--- config.mk ---
export PLATFORM = sky130hd
export DESIGN_NAME = pll_lock_supervisor
export DESIGN_NICKNAME = d
export VERILOG_FILES = /design/src/rtl/pll_lock_supervisor_pkg.sv /design/src/rtl/pll_lock_supervisor_sync_2ff.sv /design/src/rtl/pll_lock_supervisor.sv
export SDC_FILE = /design/constraint.sdc
export NUM_CORES = 1
export LEC_CHECK = 0
export BUFFER_PORTS_ARGS = -buffer_cell sky130_fd_sc_hd__buf_2
export CAP_MARGIN = 10
export CELL_PAD_IN_SITES_DETAIL_PLACEMENT = 1
export CELL_PAD_IN_SITES_GLOBAL_PLACEMENT = 1
export CORE_MARGIN = 5
export CORE_UTILIZATION = 40
export CTS_CLUSTER_SIZE = 40
export DETAILED_ROUTE_END_ITERATION = 16
export PLACE_DENSITY = 0.74
export REMOVE_ABC_BUFFERS = 1
export SYNTH_ARGS = -nofsm -noshare
export SYNTH_HDL_FRONTEND = slang
export SYNTH_HIERARCHICAL = 1
export SYNTH_SLANG_ARGS = --single-unit
--- constraint.sdc ---
create_clock -name clk -period 5.4 [get_ports clk]
set_input_delay 0.54 -clock clk [delete_from_list [all_inputs] [get_ports clk]]
set_output_delay 0.54 -clock clk [all_outputs]
set_load 0.02 [all_outputs]
--- src/rtl/pll_lock_supervisor_pkg.sv ---
// Shared state codes and helpers for the PLL lock supervisor.
package pll_lock_supervisor_pkg;

  localparam int STATE_W = 3;

  // State codes are visible on the state port (debug / LED), so they are fixed.
  localparam logic [STATE_W-1:0] S_RESET_PLL = 3'd0;
  localparam logic [STATE_W-1:0] S_WAIT_LOCK = 3'd1;
  localparam logic [STATE_W-1:0] S_STABLE    = 3'd2;
  localparam logic [STATE_W-1:0] S_RELEASE   = 3'd3;
  localparam logic [STATE_W-1:0] S_RUN       = 3'd4;
  localparam logic [STATE_W-1:0] S_FAIL      = 3'd5;

  typedef enum logic [STATE_W-1:0] {
    ST_RESET_PLL = S_RESET_PLL,
    ST_WAIT_LOCK = S_WAIT_LOCK,
    ST_STABLE    = S_STABLE,
    ST_RELEASE   = S_RELEASE,
    ST_RUN       = S_RUN,
    ST_FAIL      = S_FAIL
  } state_t;

  // 8-bit event counter that sticks at 255 instead of wrapping.
  function automatic logic [7:0] sat_inc8(input logic [7:0] v);
    return (v == 8'hFF) ? v : v + 8'd1;
  endfunction

endpackage

--- src/rtl/pll_lock_supervisor_sync_2ff.sv ---
// Generic 1-bit two-flop synchronizer, synchronous active-high reset to 0.
module sync_2ff (
  input  logic clk,
  input  logic rst,
  input  logic d,
  output logic q
);

  logic meta;

  // First flop may go metastable; second gives a full cycle to resolve.
  always_ff @(posedge clk) begin
    if (rst) begin
      meta <= 1'b0;
      q    <= 1'b0;
    end else begin
      meta <= d;
      q    <= meta;
    end
  end

endmodule

--- src/rtl/pll_lock_supervisor.sv ---
// PLL bring-up sequencer: reset PLL, wait for lock, qualify it, then
// release per-domain resets one at a time. Retries lock timeouts, then fails.
module pll_lock_supervisor
  import pll_lock_supervisor_pkg::*;
#(
  parameter int N_DOM         = 4,
  parameter int RST_CYCLES    = 16,
  parameter int LOCK_TIMEOUT  = 65536,
  parameter int STABLE_CYCLES = 1024,
  parameter int STAGGER       = 256,
  parameter int MAX_RETRY     = 3,
  parameter int CNT_W         = 17
) (
  input  logic               clk,
  input  logic               rst,
  input  logic               restart,
  input  logic               pll_locked,
  output logic               pll_areset,
  output logic [N_DOM-1:0]   dom_rst,
  output logic               all_ready,
  output logic               fail,
  output logic [STATE_W-1:0] state,
  output logic [7:0]         loss_cnt
);

  localparam int RETRY_W = $clog2(MAX_RETRY + 2);

  // Terminal counts: timer runs 0..N-1 within a state.
  localparam logic [CNT_W-1:0]   RST_END = CNT_W'(RST_CYCLES - 1);
  localparam logic [CNT_W-1:0]   TO_END  = CNT_W'(LOCK_TIMEOUT - 1);
  localparam logic [CNT_W-1:0]   STB_END = CNT_W'(STABLE_CYCLES - 1);
  localparam logic [CNT_W-1:0]   STG_END = CNT_W'(STAGGER - 1);
  localparam logic [RETRY_W-1:0] RTY_MAX = RETRY_W'(MAX_RETRY);

  logic lock_s;

  state_t             st_q, st_d;
  logic [CNT_W-1:0]   tmr_q, tmr_d;
  logic [RETRY_W-1:0] rty_q, rty_d;
  logic [N_DOM-1:0]   dom_d;
  logic [7:0]         loss_d;
  logic               pa_d, rdy_d, fail_d;

  sync_2ff u_lock_sync (
    .clk (clk),
    .rst (rst),
    .d   (pll_locked),
    .q   (lock_s)
  );

  assign state = st_q;

  // Next-state, timer, retry, domain mask and loss counter.
  always_comb begin
    st_d   = st_q;
    tmr_d  = tmr_q + CNT_W'(1);
    rty_d  = rty_q;
    dom_d  = dom_rst;
    loss_d = loss_cnt;

    if (restart) begin
      // Restart wins over lock loss/timeouts and never counts as a loss.
      st_d  = ST_RESET_PLL;
      tmr_d = '0;
      rty_d = '0;
      dom_d = '1;
    end else begin
      case (st_q)
        ST_RESET_PLL: begin
          dom_d = '1;
          if (tmr_q == RST_END) begin
            st_d  = ST_WAIT_LOCK;
            tmr_d = '0;
          end
        end
        ST_WAIT_LOCK: begin
          if (lock_s) begin
            st_d  = ST_STABLE;
            tmr_d = '0;
          end else if (tmr_q == TO_END) begin
            tmr_d = '0;
            if (rty_q < RTY_MAX) begin
              rty_d = rty_q + RETRY_W'(1);
              st_d  = ST_RESET_PLL;
            end else begin
              st_d  = ST_FAIL;
            end
          end
        end
        ST_STABLE: begin
          if (!lock_s) begin
            // A glitch restarts the whole timeout window; retries untouched.
            st_d  = ST_WAIT_LOCK;
            tmr_d = '0;
          end else if (tmr_q == STB_END) begin
            tmr_d = '0;
            dom_d = dom_rst << 1;
            if (dom_d == '0) begin
              st_d  = ST_RUN;
              rty_d = '0;
            end else begin
              st_d  = ST_RELEASE;
            end
          end
        end
        ST_RELEASE, ST_RUN: begin
          if (!lock_s) begin
            st_d   = ST_RESET_PLL;
            tmr_d  = '0;
            dom_d  = '1;
            loss_d = sat_inc8(loss_cnt);
          end else if (st_q == ST_RUN) begin
            tmr_d = '0;
          end else if (tmr_q == STG_END) begin
            // Domains clear LSB first; shifting in zeros releases the next one.
            tmr_d = '0;
            dom_d = dom_rst << 1;
            if (dom_d == '0) begin
              st_d  = ST_RUN;
              rty_d = '0;
            end
          end
        end
        ST_FAIL: begin
          tmr_d = '0;
          dom_d = '1;
        end
        default: begin
          st_d  = ST_RESET_PLL;
          tmr_d = '0;
          dom_d = '1;
        end
      endcase
    end

    pa_d   = (st_d == ST_RESET_PLL) || (st_d == ST_FAIL);
    rdy_d  = (st_d == ST_RUN);
    fail_d = (st_d == ST_FAIL);
  end

  // State register; every output is registered from the next-state values.
  always_ff @(posedge clk) begin
    if (rst) begin
      st_q       <= ST_RESET_PLL;
      tmr_q      <= '0;
      rty_q      <= '0;
      pll_areset <= 1'b1;
      dom_rst    <= '1;
      all_ready  <= 1'b0;
      fail       <= 1'b0;
      loss_cnt   <= '0;
    end else begin
      st_q       <= st_d;
      tmr_q      <= tmr_d;
      rty_q      <= rty_d;
      pll_areset <= pa_d;
      dom_rst    <= dom_d;
      all_ready  <= rdy_d;
      fail       <= fail_d;
      loss_cnt   <= loss_d;
    end
  end

endmodule
# Yosys cells after proc, flatten, opt, wreduce, memory -nomap -nowiden
# Cells that the tools add are included.
dict set report op_classes {
  order_cmp 1
  n_reduce_logical 10
  n_mux 38
  n_eq_ne 22
  addsub 3
  n_bitwise 4
}
# cell count
set op_table {}
lappend op_table {{17-bit 2-to-1 mux} 8}
lappend op_table {{17-bit one-hot mux with 4 select lines} 1}
lappend op_table {{3-bit 2-to-1 mux} 21}
lappend op_table {{4-bit 2-to-1 mux} 5}
lappend op_table {{17-bit by 1-bit adder with 17-bit output, second input constant} 1}
lappend op_table {{17-bit by 10-bit equality test with 1-bit output, second input constant} 1}
lappend op_table {{17-bit by 16-bit equality test with 1-bit output, second input constant} 1}
lappend op_table {{17-bit by 4-bit equality test with 1-bit output, second input constant} 1}
lappend op_table {{17-bit by 8-bit equality test with 1-bit output, second input constant} 1}
lappend op_table {{3-bit one-hot mux with 5 select lines} 1}
lappend op_table {{3-bit equality test, second input constant} 4}
lappend op_table {{2-bit != test, second input constant} 6}
lappend op_table {{4-bit one-hot mux with 3 select lines} 1}
lappend op_table {{3-bit one-hot mux with 3 select lines} 1}
lappend op_table {{9-bit AND reduction} 1}
lappend op_table {{8-bit by 1-bit adder with 8-bit output, second input constant} 1}
lappend op_table {{8-bit equality test, second input constant} 1}
lappend op_table {{3-bit by 2-bit equality test with 1-bit output, second input constant} 2}
lappend op_table {{3-bit zero test} 2}
lappend op_table {{3-bit != test, second input constant} 2}
lappend op_table {{5-bit AND reduction} 1}
lappend op_table {{4-bit zero test} 1}
lappend op_table {{2-bit by 1-bit != test with 1-bit output, second input constant} 2}
lappend op_table {{1-bit inverter} 4}
lappend op_table {{other kinds (7)} 8}
dict set report word_totals {
  out_inout_bits 18
  ff_bits 40
  input_bits 4
  wordCells 88
}

# Depth between registers and ports, before layout
dict set report depth {
  depth_word 9
  mapped_depth 13
  mapped_depth_nobuf 12
}

# By module
# Netlist, hierarchy kept.
# mod area_each_um2 seq_area_each_um2 cells_per_inst instances
set by_module_without_submodules {}
lappend by_module_without_submodules {pll_lock_supervisor 1970.6 760.7 241 1}
lappend by_module_without_submodules {sync_2ff 52.6 40.0 4 1}

# Least setup slack after synthesis
# OpenSTA, ideal clock, no wires.
dict set report synth_timing {
  path_kind {reg2reg}
  startpoint {reg tmr_q[0]}
  endpoint {reg fail}
  slack_ns 3.026
  period_less_slack_ns 2.374
  arrival_time_ns 2.260
  setup_ns 0.114
  n_path_buf 1
  path_stages_with_launch 14
  required_time_ns 5.286
  path_cell_list {dfxtp_1 ha_1 and4_1 buf_4 nand2_1 nor2_1 nand3_1 inv_1 ha_1 nand2_1 and3_1 o221a_2 a31oi_1 and2b_1}
}
dict set report synth_between {
  elab_chain_cells 7
  elab_cells_between_ends 15
  classes_between {eq/ne (5); mux (10)}
}
# item line_no
set synth_lines {}
lappend synth_lines {{start: declaration} pll_lock_supervisor.sv:38} ;# logic [CNT_W-1:0] tmr_q, tmr_d;
lappend synth_lines {{start signal: assignment} pll_lock_supervisor.sv:154} ;# tmr_q <= tmr_d;
lappend synth_lines {{17-bit by 8-bit equality test with 1-bit output} pll_lock_supervisor.sv:114} ;# end else if (tmr_q == STG_END) begin
lappend synth_lines {{3-bit 2-to-1 mux} pll_lock_supervisor.sv:114}
lappend synth_lines {{3-bit 2-to-1 mux} pll_lock_supervisor.sv:112} ;# end else if (st_q == ST_RUN) begin
lappend synth_lines {{3-bit 2-to-1 mux} pll_lock_supervisor.sv:107} ;# if (!lock_s) begin
lappend synth_lines {{3-bit one-hot mux with 5 select lines *} pll_lock_supervisor.sv:68} ;# case (st_q)
lappend synth_lines {{3-bit 2-to-1 mux *} pll_lock_supervisor.sv:61} ;# if (restart) begin
lappend synth_lines {{3-bit equality test *} pll_lock_supervisor.sv:138} ;# fail_d = (st_d == ST_FAIL);
lappend synth_lines {{end signal: assignment} pll_lock_supervisor.sv:159} ;# fail <= fail_d;
lappend synth_lines {{end: declaration} pll_lock_supervisor.sv:21} ;# output logic fail,
# Mark *: on every way between the ends. The rest lies on a longest branch, timed or not.
# A chain may end at the register's enable or synchronous reset.

# Final worst setup path
dict set report layout_timing {
  startpoint {reg tmr_q[0]}
  endpoint {reg rty_q[2]}
}
dict set report layout_between {
  elab_chain_cells 3
  elab_cells_between_ends 7
  classes_between {eq/ne (6); reduce/logical (1)}
}
# item line_no
set layout_lines {}
lappend layout_lines {{17-bit by 8-bit equality test with 1-bit output (tied with other cells)} pll_lock_supervisor.sv:114}
lappend layout_lines {{2-bit != test (no source line)} --}
lappend layout_lines {{9-bit AND reduction (no source line) *} --}
lappend layout_lines {{end signal: assignment} pll_lock_supervisor.sv:155} ;# rty_q <= rty_d;
lappend layout_lines {{end: declaration} pll_lock_supervisor.sv:39} ;# logic [RETRY_W-1:0] rty_q, rty_d;
# Marks and branches as above.

==> impl_metrics.py <==
metrics = {
    "timing": {
        "worst_pin_slew_ns": 0.588,
        "drv_slew": 0,
        "min_period_ns": 2.79,
        "finalSetupTns_ns": 0,
        "setup_ws_ns": 2.61,
        "fin_skew_ns": 0.00652,
        "setup_violations": 0,
        "period_share_pct": 51.7,
        "slew_headroom_pct": 60.6,
        "fmax_ghz": 0.358,
        "rsz0062_at_grt": "false",
        "hold_violations": 0,
    },
    "power_and_ir_drop": {
        "p_seq_share_pct": 54.2,
        "pwr-share-clk_pct": 44.0,
        "p_leak_nw": 0.860,
        "ir_worst_vdd_uv": 128,
        "switching_power_mw": 0.114,
        "cellInternalPower_mw": 0.436,
        "power_density_nw_per_um2": 242,
        "pwr-share-comb_pct": 1.9,
        "netSwitchingFraction_pct": 20.7,
    },
    "logic_synthesis": {
        "synthAdderAreaFrac_pct": 3.09,
        "async_flop_share_pct": 0,
        "synth_flop_cell": "dfxtp_1",
        "syn_area_per_cell_um2": 8.26,
        "synth_edf_count": 0,
        "syn_area_um2": 2020,
        "ys_seq_area_share_pct": 39.6,
        "synth_cell_types": 46,
        "synth_mux_area_share_pct": 1.48,
        "synth-xor-area-share_pct": 9.09,
        "yosysWarnings": 6,
        "synth-seq-cells": 40,
        "synth_compound_area_share_pct": 11.4,
        "synth_top_family_by_area": "simple AND/OR/NAND/NOR gates",
        "synth-simple-area-share_pct": 31.2,
        "netlist_instances": 245,
    },
    "critical_path": {
        "worst-path-buf-inv": 1,
        "cp_slowest_stage_delay_ns": 0.42,
        "crit_fanout": 10,
        "crit_path_top_delay_cell": "and4_1",
        "critPathTopFamily": "simple AND/OR/NAND/NOR gates",
        "crit_cells": 12,
        "critical_path.cell_chain": "ha_1 > and4_1 > nand2_1 > nor2_1 > nand3_1 > inv_1 > ha_1 > a311oi_1 > nor3_1 > o21ai_0 > nor3b_1 > o31a_1",
        "cp.required_ns": 5.64,
        "cp.arrival_ns": 3.04,
        "path_common_cell": "ha_1",
        "r2r_cells": 12,
        "start_kind": "flip-flop",
        "crit_type": "reg -> reg",
        "endpoint_kind": "flip-flop",
    },
    "place": {
        "dp_slack_ns": 2.69,
        "hpwl_mm": 3.52,
        "portBuffers": 21,
        "place_congestion": 0.785,
    },
    "outcome": {
        "status": "complete, no violations",
    },
    "final_layout": {
        "layout-area-overhead-vs-synth_pct": 12.2,
        "layout_common_cells": "40 x nor2_1, 40 x dfxtp_1, 21 x buf_2",
        "seq_area_um2": 801,
        "multi_input_area_um2": 1140,
        "fill_cells": 628,
        "n_antenna_cell": 0,
        "nets": 272,
        "drive_gt1_share_pct": 15.2,
    },
    "min_path": {
        "hold_depth": 1,
        "worstHoldPathType": "reg -> reg",
    },
    "clocking": {
        "clock_sinks": 40,
        "postCtsSetupBuffers": 0,
        "cts_tree": "done",
        "cts-htree-levels": 2,
        "cts_resized": 0,
        "numCtsBuffers": 5,
        "hold_buffers": 0,
        "worstSkewPairLatency_ns": 0.30,
        "cts_root_buffer": "clkbuf_8",
        "clkTransAtPathRegs_ns": 0.08,
        "clock_path_buffers": 2,
    },
    "floorplan": {
        "coreArea_um2": 4820,
        "rows": 25,
        "io_pins": 22,
        "die_area_um2": 6580,
        "start_util_pct": 42.0,
        "die_h_um": 81.1,
        "die_w_um": 81.1,
    },
    "route": {
        "final_antenna_net_count": 0,
        "drc_errors": 0,
        "drtIter0Drc": 79,
        "first_pass_iters": 4,
        "wl_mm": 4.94,
        "vias": 1765,
        "post_drt_wl_per_cell_um": 14.9,
        "via_per_inst": 5.33,
    },
    "global_route": {
        "grt.overflow.total": 0,
        "grt_pass1_wl_mm": 8.50,
        "grt_usage_pct": 16.9,
        "antenna_found_initial": 0,
        "grt_pass1_vias": 1815,
        "grt_start_max_net_pins": 19,
    },
    "run": {
        "drv_cap": 0,
    },
}
-- per-stage QoR --
stage / hold slack [ns] / instances / area [µm²] / util, % / total power [mW]
6_report: 0.452 / 331 / 2270 / 47.1 / 0.550
5_1_grt: 0.466 / 331 / 2270 / 47.1 / 0.571
4_1_cts: 0.454 / 331 / 2270 / 47.1 / 0.558
3_5_place_dp: 0.436 / 323 / 2160 / 44.9 / 0.315
3_3_place_gp: 0.425 / 323 / 2160 / 44.9 / 0.315
2_1_floorplan: 0.414 / 235 / 1970 / - / 0.310
-- cells by family after synthesis --
| family | after synthesis |
|---|---|
| XOR/XNOR | 21 |
| AND/OR/NAND/NOR | 124 |
| buffers and inverters | 19 |
| flip-flops | 40 |
| AO/OA/AOI/OAI | 33 |
| adder cells (fa/ha/maj) | 5 |
| multiplexers | 3 |
-- worst paths after layout --
check | slack (ns) | end | from
hold reg to reg | 0.45 | u_lock_sync/q | u_lock_sync/meta
setup / recovery | 2.61 | rty_q[2] | tmr_q[0]
hold / removal | 0.45 | u_lock_sync/q | u_lock_sync/meta
setup reg to reg | 2.61 | rty_q[2] | tmr_q[0]
-- power groups by stage --
stage	registers, mW	clock network (mW)	logic (mW)
finish	0.298	0.242	0.0102
global route	0.298	0.261	0.0117
CTS	0.298	0.250	0.0106
detailed placement	0.305	0	0.0105
global placement	0.305	0	0.0104
floorplan	0.304	0	0.00608
-- routing by layer --
metal | GRT usage (%) | share of wire, % | up-vias
met1 | 22.0 | 49 | 835
met5 | 0 | 0 | -
met3 | 4.66 | 3.0 | 13
met2 | 25.6 | 45 | 32
li1 | - | - | 885
met4 | 8.11 | 2.5 | 0
-- registers in the layout, indices dropped and copies added, names as in the netlist --
register and count:
state 3, rty_q 3, loss_cnt 8, tmr_q 17, fail 1, dom_rst 4
pll_areset 1, u_lock_sync/meta 1, all_ready 1, u_lock_sync/q 1
-- layout make-up --
| type | instances | area share [%] |
|---|---|---|
| clock buffer | 6 | 3.20 |
| inverter | 9 | 1.49 |
| multi-input combinational | 186 | 50.2 |
| sequential | 40 | 35.3 |
| timing repair buffer | 21 | 4.63 |
| tap | 67 | 3.69 |
| clock inverter | 2 | 1.54 |
-- synthesized netlist by cell type (2+ instances only) --
master	instances	area, µm²
a21oi_1	9	45.0
a31oi_1	4	25.0
and3_1	7	43.8
and4_1	3	26.3
clkbuf_1	7	26.3
dfxtp_1	40	801
ha_1	5	62.6
inv_1	9	33.8
mux2i_1	3	30.0
nand2_1	16	60.1
nand2b_1	3	18.8
nand3_1	15	75.1
nand4_1	7	43.8
nor2_1	40	150
nor2b_1	5	31.3
nor3_1	10	50.1
nor4_1	4	25.0
o21ai_0	6	30.0
o22ai_1	2	12.5
or2_2	5	31.3
xnor2_1	8	70.1
xor2_1	13	114
Power figures use the tool's default switching activity.
